[config.mk]
export PLATFORM = sky130hd
export DESIGN_NAME = data_cache_flat
export DESIGN_NICKNAME = d
export VERILOG_FILES = /design/src/rtl/data_cache_if.sv /design/src/rtl/data_cache.sv /design/src/flat_wrapper.sv
export SDC_FILE = /design/constraint.sdc
export NUM_CORES = 2
export LEC_CHECK = 0
export CAP_MARGIN = 20
export CORE_ASPECT_RATIO = 1.5
export CORE_MARGIN = 3
export CORE_UTILIZATION = 63
export DETAILED_ROUTE_END_ITERATION = 8
export PLACE_DENSITY = 0.79
export SLEW_MARGIN = 20
export SYNTH_ARGS = -nofsm -noshare
export SYNTH_HDL_FRONTEND = slang
export SYNTH_SLANG_ARGS = --single-unit
[constraint.sdc]
create_clock -name clk -period 11.96 [get_ports clk]
set_input_delay 1.196 -clock clk [delete_from_list [all_inputs] [get_ports clk]]
set_output_delay 1.196 -clock clk [all_outputs]
set_load 0.02 [all_outputs]
[src/rtl/data_cache_if.sv]
// Pipeline-side request/response and backing-memory signals of the data cache.
// The cache uses the slave view; the pipeline/memory side uses the master view.
interface data_cache_if #(
    parameter int LINE_WORDS = 4
);
    // pipeline request / response
    logic                         is_input_valid;
    logic [31:0]                  addr;
    logic                         mem_read;
    logic                         mem_write;
    logic [31:0]                  din;
    logic                         is_ready;
    logic                         is_output_valid;
    logic [31:0]                  dout;
    logic                         is_hit;
    // backing memory, whole-line transfers
    logic                         mem_req;
    logic                         mem_we;
    logic [31:0]                  mem_addr;
    logic [LINE_WORDS-1:0][31:0]  mem_wdata;
    logic                         mem_gnt;
    logic                         mem_rvalid;
    logic [LINE_WORDS-1:0][31:0]  mem_rdata;

    modport slave (
        input  is_input_valid, addr, mem_read, mem_write, din,
        input  mem_gnt, mem_rvalid, mem_rdata,
        output is_ready, is_output_valid, dout, is_hit,
        output mem_req, mem_we, mem_addr, mem_wdata
    );

    modport master (
        output is_input_valid, addr, mem_read, mem_write, din,
        output mem_gnt, mem_rvalid, mem_rdata,
        input  is_ready, is_output_valid, dout, is_hit,
        input  mem_req, mem_we, mem_addr, mem_wdata
    );
endinterface

[src/rtl/data_cache.sv]
// Direct-mapped, write-back, write-allocate data cache. One request in flight;
// misses evict a dirty victim, refill the line, then replay the lookup.
module data_cache #(
    parameter int NUM_SETS   = 16,
    parameter int LINE_WORDS = 4
) (
    input  logic         clk,
    input  logic         reset,
    data_cache_if.slave  bus
);
    localparam int WOFF_W = $clog2(LINE_WORDS);
    localparam int IDX_W  = $clog2(NUM_SETS);
    localparam int OFF_W  = WOFF_W + 2;
    localparam int TAG_W  = 32 - IDX_W - OFF_W;

    typedef logic [LINE_WORDS-1:0][31:0] line_t;

    typedef enum logic [2:0] {
        S_IDLE,
        S_COMPARE,
        S_WRITEBACK,
        S_ALLOCATE,
        S_WAIT_FILL
    } state_t;

    state_t state_q, state_d;
    logic   first_try_q, first_try_d;
    logic   rdy_q;

    // latched request
    logic [31:0] addr_q;
    logic [31:0] din_q;
    logic        wr_q;

    // line state; tag/data have no reset, valid gates them
    logic [NUM_SETS-1:0] valid_q;
    logic [NUM_SETS-1:0] dirty_q;
    logic [TAG_W-1:0]    tag_q  [NUM_SETS];
    line_t               data_q [NUM_SETS];

    // registered memory-side outputs so mem_req never glitches
    logic        mem_req_q,   mem_req_d;
    logic        mem_we_q,    mem_we_d;
    logic [31:0] mem_addr_q,  mem_addr_d;
    line_t       mem_wdata_q, mem_wdata_d;

    logic [WOFF_W-1:0] req_off;
    logic [IDX_W-1:0]  req_idx;
    logic [TAG_W-1:0]  req_tag;
    logic              hit;
    logic              resp;
    logic              accept;
    logic              unused_byte_off;

    assign req_off = addr_q[OFF_W-1:2];
    assign req_idx = addr_q[OFF_W+IDX_W-1:OFF_W];
    assign req_tag = addr_q[31:OFF_W+IDX_W];
    assign unused_byte_off = ^addr_q[1:0];

    assign hit    = valid_q[req_idx] && (tag_q[req_idx] == req_tag);
    assign resp   = (state_q == S_COMPARE) && hit;
    assign accept = bus.is_input_valid && bus.is_ready && (bus.mem_read || bus.mem_write);

    // ready is held low until the first edge after reset release
    assign bus.is_ready        = rdy_q && (state_q == S_IDLE);
    assign bus.is_output_valid = resp;
    assign bus.is_hit          = resp && first_try_q;
    assign bus.dout            = (resp && !wr_q) ? data_q[req_idx][req_off] : 32'h0;
    assign bus.mem_req         = mem_req_q;
    assign bus.mem_we          = mem_we_q;
    assign bus.mem_addr        = mem_addr_q;
    assign bus.mem_wdata       = mem_wdata_q;

    // next-state: lookup, eviction, refill sequencing
    always_comb begin
        state_d     = state_q;
        first_try_d = first_try_q;
        case (state_q)
            S_IDLE: begin
                if (accept) begin
                    state_d     = S_COMPARE;
                    first_try_d = 1'b1;
                end
            end
            S_COMPARE: begin
                if (hit) begin
                    state_d = S_IDLE;
                end else begin
                    first_try_d = 1'b0;
                    state_d = (valid_q[req_idx] && dirty_q[req_idx]) ? S_WRITEBACK : S_ALLOCATE;
                end
            end
            S_WRITEBACK: if (bus.mem_gnt)    state_d = S_ALLOCATE;
            S_ALLOCATE:  if (bus.mem_gnt)    state_d = S_WAIT_FILL;
            S_WAIT_FILL: if (bus.mem_rvalid) state_d = S_COMPARE;
            default:     state_d = S_IDLE;
        endcase
    end

    // memory request contents for the state being entered
    always_comb begin
        mem_req_d   = (state_d == S_WRITEBACK) || (state_d == S_ALLOCATE);
        mem_we_d    = (state_d == S_WRITEBACK);
        mem_addr_d  = 32'h0;
        mem_wdata_d = '0;
        if (state_d == S_WRITEBACK) begin
            mem_addr_d  = {tag_q[req_idx], req_idx, {OFF_W{1'b0}}};
            mem_wdata_d = data_q[req_idx];
        end else if (state_d == S_ALLOCATE) begin
            mem_addr_d  = {req_tag, req_idx, {OFF_W{1'b0}}};
        end
    end

    // control state, request latch and memory-side output registers
    always_ff @(posedge clk or negedge reset) begin
        if (!reset) begin
            state_q     <= S_IDLE;
            first_try_q <= 1'b0;
            rdy_q       <= 1'b0;
            addr_q      <= 32'h0;
            din_q       <= 32'h0;
            wr_q        <= 1'b0;
            mem_req_q   <= 1'b0;
            mem_we_q    <= 1'b0;
            mem_addr_q  <= 32'h0;
            mem_wdata_q <= '0;
        end else begin
            state_q     <= state_d;
            first_try_q <= first_try_d;
            rdy_q       <= 1'b1;
            if (accept) begin
                addr_q <= bus.addr;
                din_q  <= bus.din;
                wr_q   <= bus.mem_write;
            end
            mem_req_q   <= mem_req_d;
            mem_we_q    <= mem_we_d;
            mem_addr_q  <= mem_addr_d;
            mem_wdata_q <= mem_wdata_d;
        end
    end

    // valid/dirty bits: set on refill, dirty on store hit
    always_ff @(posedge clk or negedge reset) begin
        if (!reset) begin
            valid_q <= '0;
            dirty_q <= '0;
        end else if (state_q == S_WAIT_FILL && bus.mem_rvalid) begin
            valid_q[req_idx] <= 1'b1;
            dirty_q[req_idx] <= 1'b0;
        end else if (resp && wr_q) begin
            dirty_q[req_idx] <= 1'b1;
        end
    end

    // tag/data arrays: refill writes the whole line, store hit merges one word
    always_ff @(posedge clk) begin
        if (state_q == S_WAIT_FILL && bus.mem_rvalid) begin
            tag_q[req_idx]  <= req_tag;
            data_q[req_idx] <= bus.mem_rdata;
        end else if (resp && wr_q) begin
            data_q[req_idx][req_off] <= din_q;
        end
    end
endmodule

[src/flat_wrapper.sv]
// flat-port wrapper written by rule: the top's interface ports become plain ports
module data_cache_flat 
#(
    parameter int NUM_SETS   = 16,
    parameter int LINE_WORDS = 4
)
  (clk, reset, bus_is_input_valid, bus_addr, bus_mem_read, bus_mem_write, bus_din, bus_mem_gnt, bus_mem_rvalid, bus_mem_rdata, bus_is_ready, bus_is_output_valid, bus_dout, bus_is_hit, bus_mem_req, bus_mem_we, bus_mem_addr, bus_mem_wdata);
  data_cache_if #(.LINE_WORDS(LINE_WORDS)) bus_i ();
  input  logic clk;
  input  logic reset;
  input wire logic [$bits(bus_i.is_input_valid)-1:0] bus_is_input_valid;
  input wire logic [$bits(bus_i.addr)-1:0] bus_addr;
  input wire logic [$bits(bus_i.mem_read)-1:0] bus_mem_read;
  input wire logic [$bits(bus_i.mem_write)-1:0] bus_mem_write;
  input wire logic [$bits(bus_i.din)-1:0] bus_din;
  input wire logic [$bits(bus_i.mem_gnt)-1:0] bus_mem_gnt;
  input wire logic [$bits(bus_i.mem_rvalid)-1:0] bus_mem_rvalid;
  input wire logic [$bits(bus_i.mem_rdata)-1:0] bus_mem_rdata;
  output wire logic [$bits(bus_i.is_ready)-1:0] bus_is_ready;
  output wire logic [$bits(bus_i.is_output_valid)-1:0] bus_is_output_valid;
  output wire logic [$bits(bus_i.dout)-1:0] bus_dout;
  output wire logic [$bits(bus_i.is_hit)-1:0] bus_is_hit;
  output wire logic [$bits(bus_i.mem_req)-1:0] bus_mem_req;
  output wire logic [$bits(bus_i.mem_we)-1:0] bus_mem_we;
  output wire logic [$bits(bus_i.mem_addr)-1:0] bus_mem_addr;
  output wire logic [$bits(bus_i.mem_wdata)-1:0] bus_mem_wdata;
  assign bus_i.is_input_valid = bus_is_input_valid;
  assign bus_i.addr = bus_addr;
  assign bus_i.mem_read = bus_mem_read;
  assign bus_i.mem_write = bus_mem_write;
  assign bus_i.din = bus_din;
  assign bus_i.mem_gnt = bus_mem_gnt;
  assign bus_i.mem_rvalid = bus_mem_rvalid;
  assign bus_i.mem_rdata = bus_mem_rdata;
  assign bus_is_ready = bus_i.is_ready;
  assign bus_is_output_valid = bus_i.is_output_valid;
  assign bus_dout = bus_i.dout;
  assign bus_is_hit = bus_i.is_hit;
  assign bus_mem_req = bus_i.mem_req;
  assign bus_mem_we = bus_i.mem_we;
  assign bus_mem_addr = bus_i.mem_addr;
  assign bus_mem_wdata = bus_i.mem_wdata;
  data_cache #(.NUM_SETS(NUM_SETS), .LINE_WORDS(LINE_WORDS)) u_core (.clk(clk), .reset(reset), .bus(bus_i));
endmodule
==> flow_summary_export.csv <==
group,metric,value,unit
critical_path,rr_startpoint,"u_core.addr_q[5]",
clock_tree,clk_transition_reported_paths,0.07,ns
synth,yosysMostFrequentCell,"edfxtp_1",
synth,synthCells,4666,
synth,ys_top_cells_by_count,"edfxtp_1 (2432), mux4_2 (756), dfrtp_1 (258), clkbuf_1 (154), and2_1 (133)",
floorplanning,row_count,182,
place,dpl.hpwl,167,mm
route,drtPass1Iterations,5,
min_path,hp-class,"in -> async",
route,wl_per_cell,39.0,um
critical_path,critPathArrivalTime,7.17,ns
route,drt_iter0_drc,8564,
critical_path,setup.reg_to_reg.worst_slack,4.86,ns
critical_path,reg2regPathDepth,11,
sta,clock_skew,0.0534,ns
place,postPlaceCellArea,0.112,mm2
place,dp.cells,7126,
power,power-per-cell-area,235,mW/mm2
layout,drive_above_1_share,0.286,
grt,grt_use_total,0.350,
floorplanning,die_h,506,um
critical_path,crit_chain,"buf_12 -> buf_4 -> buf_4 -> mux4_2 -> mux4_2 -> mux4_2 -> nor2b_1 -> clkdlybuf4s50_1",
critical_path,path_max_fanout,108,
synth,netlist_top_cells_area,"edfxtp_1 (70%), mux4_2 (16%), dfrtp_1 (6.2%)",
floorplanning,die_area,0.171,mm2
sta,clock.fmax,120,MHz
sta,drv_slew,0,
floorplanning,core_area,0.165,mm2
clock_tree,htreeDepth,4,
grt,grt_pass1_wl,416,mm
grt,antenna_found_initial,54,
sta,setup-tns-final,0,ns
sta,period_share,0.700,
place,port-buffer-count,389,
floorplanning,pin_count,396,
sta,setup-violations-final,0,
clock_tree,clockRootBuffer,"clkbuf_16",
clock_tree,ctsResizeCount,0,
layout,fin_area,0.119,mm2
power,leakage,38.6,nW
grt,gr-total-overflow,0,
critical_path,crit_top_cell,"mux4_2",
power,clkPwrFrac,0.267,
route,vias_per_cell,7.16,
critical_path,crit_path_max_incr_delay,0.90,ns
synth,syn_area,0.105,mm2
sta,worstMarginPinSlew,1.20,ns
synth,synth.avg_cell_area,22.5,um2
run_status,outcome,"completed",
synth,ys_ff_latch,2690,
critical_path,required,10.76,ns
critical_path,path_class,"reg -> out",
route,wirelength,296,mm
synth,async_flop_share,0.0959,
sta,final.min_clock_period,8.37,ns
critical_path,startpoint_type,"register",
layout,finish.utilization,0.725,
power,combPwrFrac,0.314,
power,p_int,18.8,mW
clock_tree,cts_made_buffers,223,
synth,synth_largest_area_cell,"edfxtp_1",
layout,syn_to_final_growth,13.9,%
sta,rsz0062_at_grt,"no",
power,p_total,28.0,mW
critical_path,worstReg2RegEnd,"u_core.bus.mem_wdata[89]",
floorplanning,initial_core_util,0.637,
layout,fin_nets,5343,
synth,ys.flop_type,"edfxtp_1",
place,routabilityCongestion,0.909,
synth,synth.distinct_cells,74,
sta,slew_headroom,0.197,
synth,yosysSeqAreaShare,0.758,
grt,grt_max_degree,142,
clock_tree,clkLatencyLatePin,0.89,ns
clock_tree,clockBufferDepth,3,
synth,synth_enable_flop_cells,2432,
clock_tree,ctsHoldBuffers,0,
power,p_sw_frac,0.330,
critical_path,crit_path_end_kind,"primary output",
sta,hold_viol_final,0,
clock_tree,cts.sinks,2690,
route,ant_nets,0,
floorplanning,die_w,339,um
run,cap_violations,0,
critical_path,crit_path_top_delay_cell,"buf_4",
route,vias,54300,
clock_tree,cts_tree,"built",
grt,grt_pass1_vias,54900,
route,remaining_drc_errors,0,
power,ir_worst_vdd,0.272,mV
synth,synth_top_cell_area_share,0.697,
clock_tree,cts_setup_buffers,0,
power,p_seq_frac,0.419,
synth,synth_warnings,0,
power,p_sw,9.25,mW
layout,stdcell_count,7585,
==> registers in the layout (all words and copies together), names as in the netlist, named ones only <==
signal                count
u_core.data_q          2048
u_core.tag_q            384
u_core.bus.mem_wdata    128
u_core.din_q             32
u_core.addr_q            30
u_core.bus.mem_addr      28
u_core.valid_q           16
u_core.state_q            3
u_core.bus.mem_req        1
u_core.bus.mem_we         1
u_core.first_try_q        1
u_core.rdy_q              1
u_core.wr_q               1
==> worst max-delay path by stage <==
stage                           from  cells past startpoint                   end  slack (ns)
floorplan           u_core.addr_q[5]                     16  u_core.data_q[0][64]        6.87
global placement    u_core.addr_q[4]                      8          bus_dout[20]        4.49
detailed placement  u_core.addr_q[4]                      8          bus_dout[20]        4.44
CTS                 u_core.addr_q[4]                      8          bus_dout[25]        3.43
global route        u_core.addr_q[4]                      8          bus_dout[25]        3.17
finish              u_core.addr_q[4]                      8          bus_dout[25]        3.59
==> cell families after synthesis <==
kind of cell	after synthesis	share of synthesized area
DFF	2690	0.758
muxes	1014	0.193
and+or+nand+nor	466	0.0231
buffers and inverters	284	0.0125
AOI/OAI and AO/OA	191	0.0119
xor gates and xnor gates	19	0.00159
other	2	0.0000716
==> metrics by stage <==
| step | setup WS (ns) | hold WS (ns) |
|---|---|---|
| finish | 3.59 | 0.331 |
| global route | 3.17 | 0.346 |
| CTS | 3.43 | 0.299 |
| detailed placement | 4.44 | 0.450 |
| global placement | 4.49 | 0.446 |
| floorplan | 6.87 | 0.434 |
==> metal layers <==
layer | routed length [um] | global-route usage
met1 | 93900 | 0.446
met2 | 142000 | 0.543
met3 | 38800 | 0.0977
met4 | 20500 | 0.218
met5 | 170 | 0
==> cell usage in the layout (no fill, tap or decap), types with 6 or more instances in the layout <==
cell / synthesis / final
a211oi_1: 7 / 7
a21oi_1: 29 / 29
a22o_1: 6 / 6
a22oi_1: 17 / 17
and2_1: 133 / 133
buf_4: 10 / 117
bufinv_16: 0 / 25
clkbuf_1: 154 / 45
clkbuf_16: 0 / 224
clkbuf_8: 0 / 16
clkdlybuf4s50_1: 0 / 388
clkinv_1: 1 / 48
clkinv_2: 0 / 34
clkinvlp_4: 0 / 6
dfrtp_1: 258 / 251
diode_2: 0 / 36
edfxtp_1: 2432 / 2432
inv_1: 17 / 17
inv_6: 0 / 10
mux2_2: 96 / 96
mux2_4: 90 / 90
mux2i_1: 70 / 70
mux4_2: 756 / 756
nand2_1: 91 / 91
nand3_1: 35 / 34
nand4_1: 6 / 6
nor2_1: 96 / 15
nor2_2: 1 / 16
nor2_4: 0 / 66
nor2b_1: 38 / 38
nor3_1: 10 / 10
o21ai_0: 73 / 73
o22ai_1: 11 / 11
or2_2: 24 / 24
xnor2_1: 8 / 8
xor2_1: 11 / 11
==> power by group through the flow <==
stage                     clock, mW  combinational [mW]  sequential (mW)
final                          7.48                8.79             11.7
after global routing           7.84                9.05             11.7
after CTS                      7.51                8.69             11.7
after detailed placement          0                8.55             11.9
after global placement            0                8.43             11.9
after floorplan                   0                5.36             11.5
==> worst max-delay path: cells and delay by family, from the launching register on <==
| kind | cells | cell delay [ns] |
|---|---|---|
| AND/OR/NAND/NOR | 1 | 0.21 |
| flip-flops | 1 | 0.87 |
| multiplexers | 3 | 1.78 |
| buffers and inverters | 4 | 3.13 |
==> layout make-up <==
class / instances / area [um2]
inverter: 20 / 82.6
clock buffer: 285 / 5990
multi-input combinational: 1695 / 24600
antenna: 36 / 90.1
sequential: 2690 / 79500
fill: 8800 / 45200
tap: 2208 / 2760
timing repair buffer: 514 / 4930
clock inverter: 137 / 1470
(Power assumes the default switching activity.)
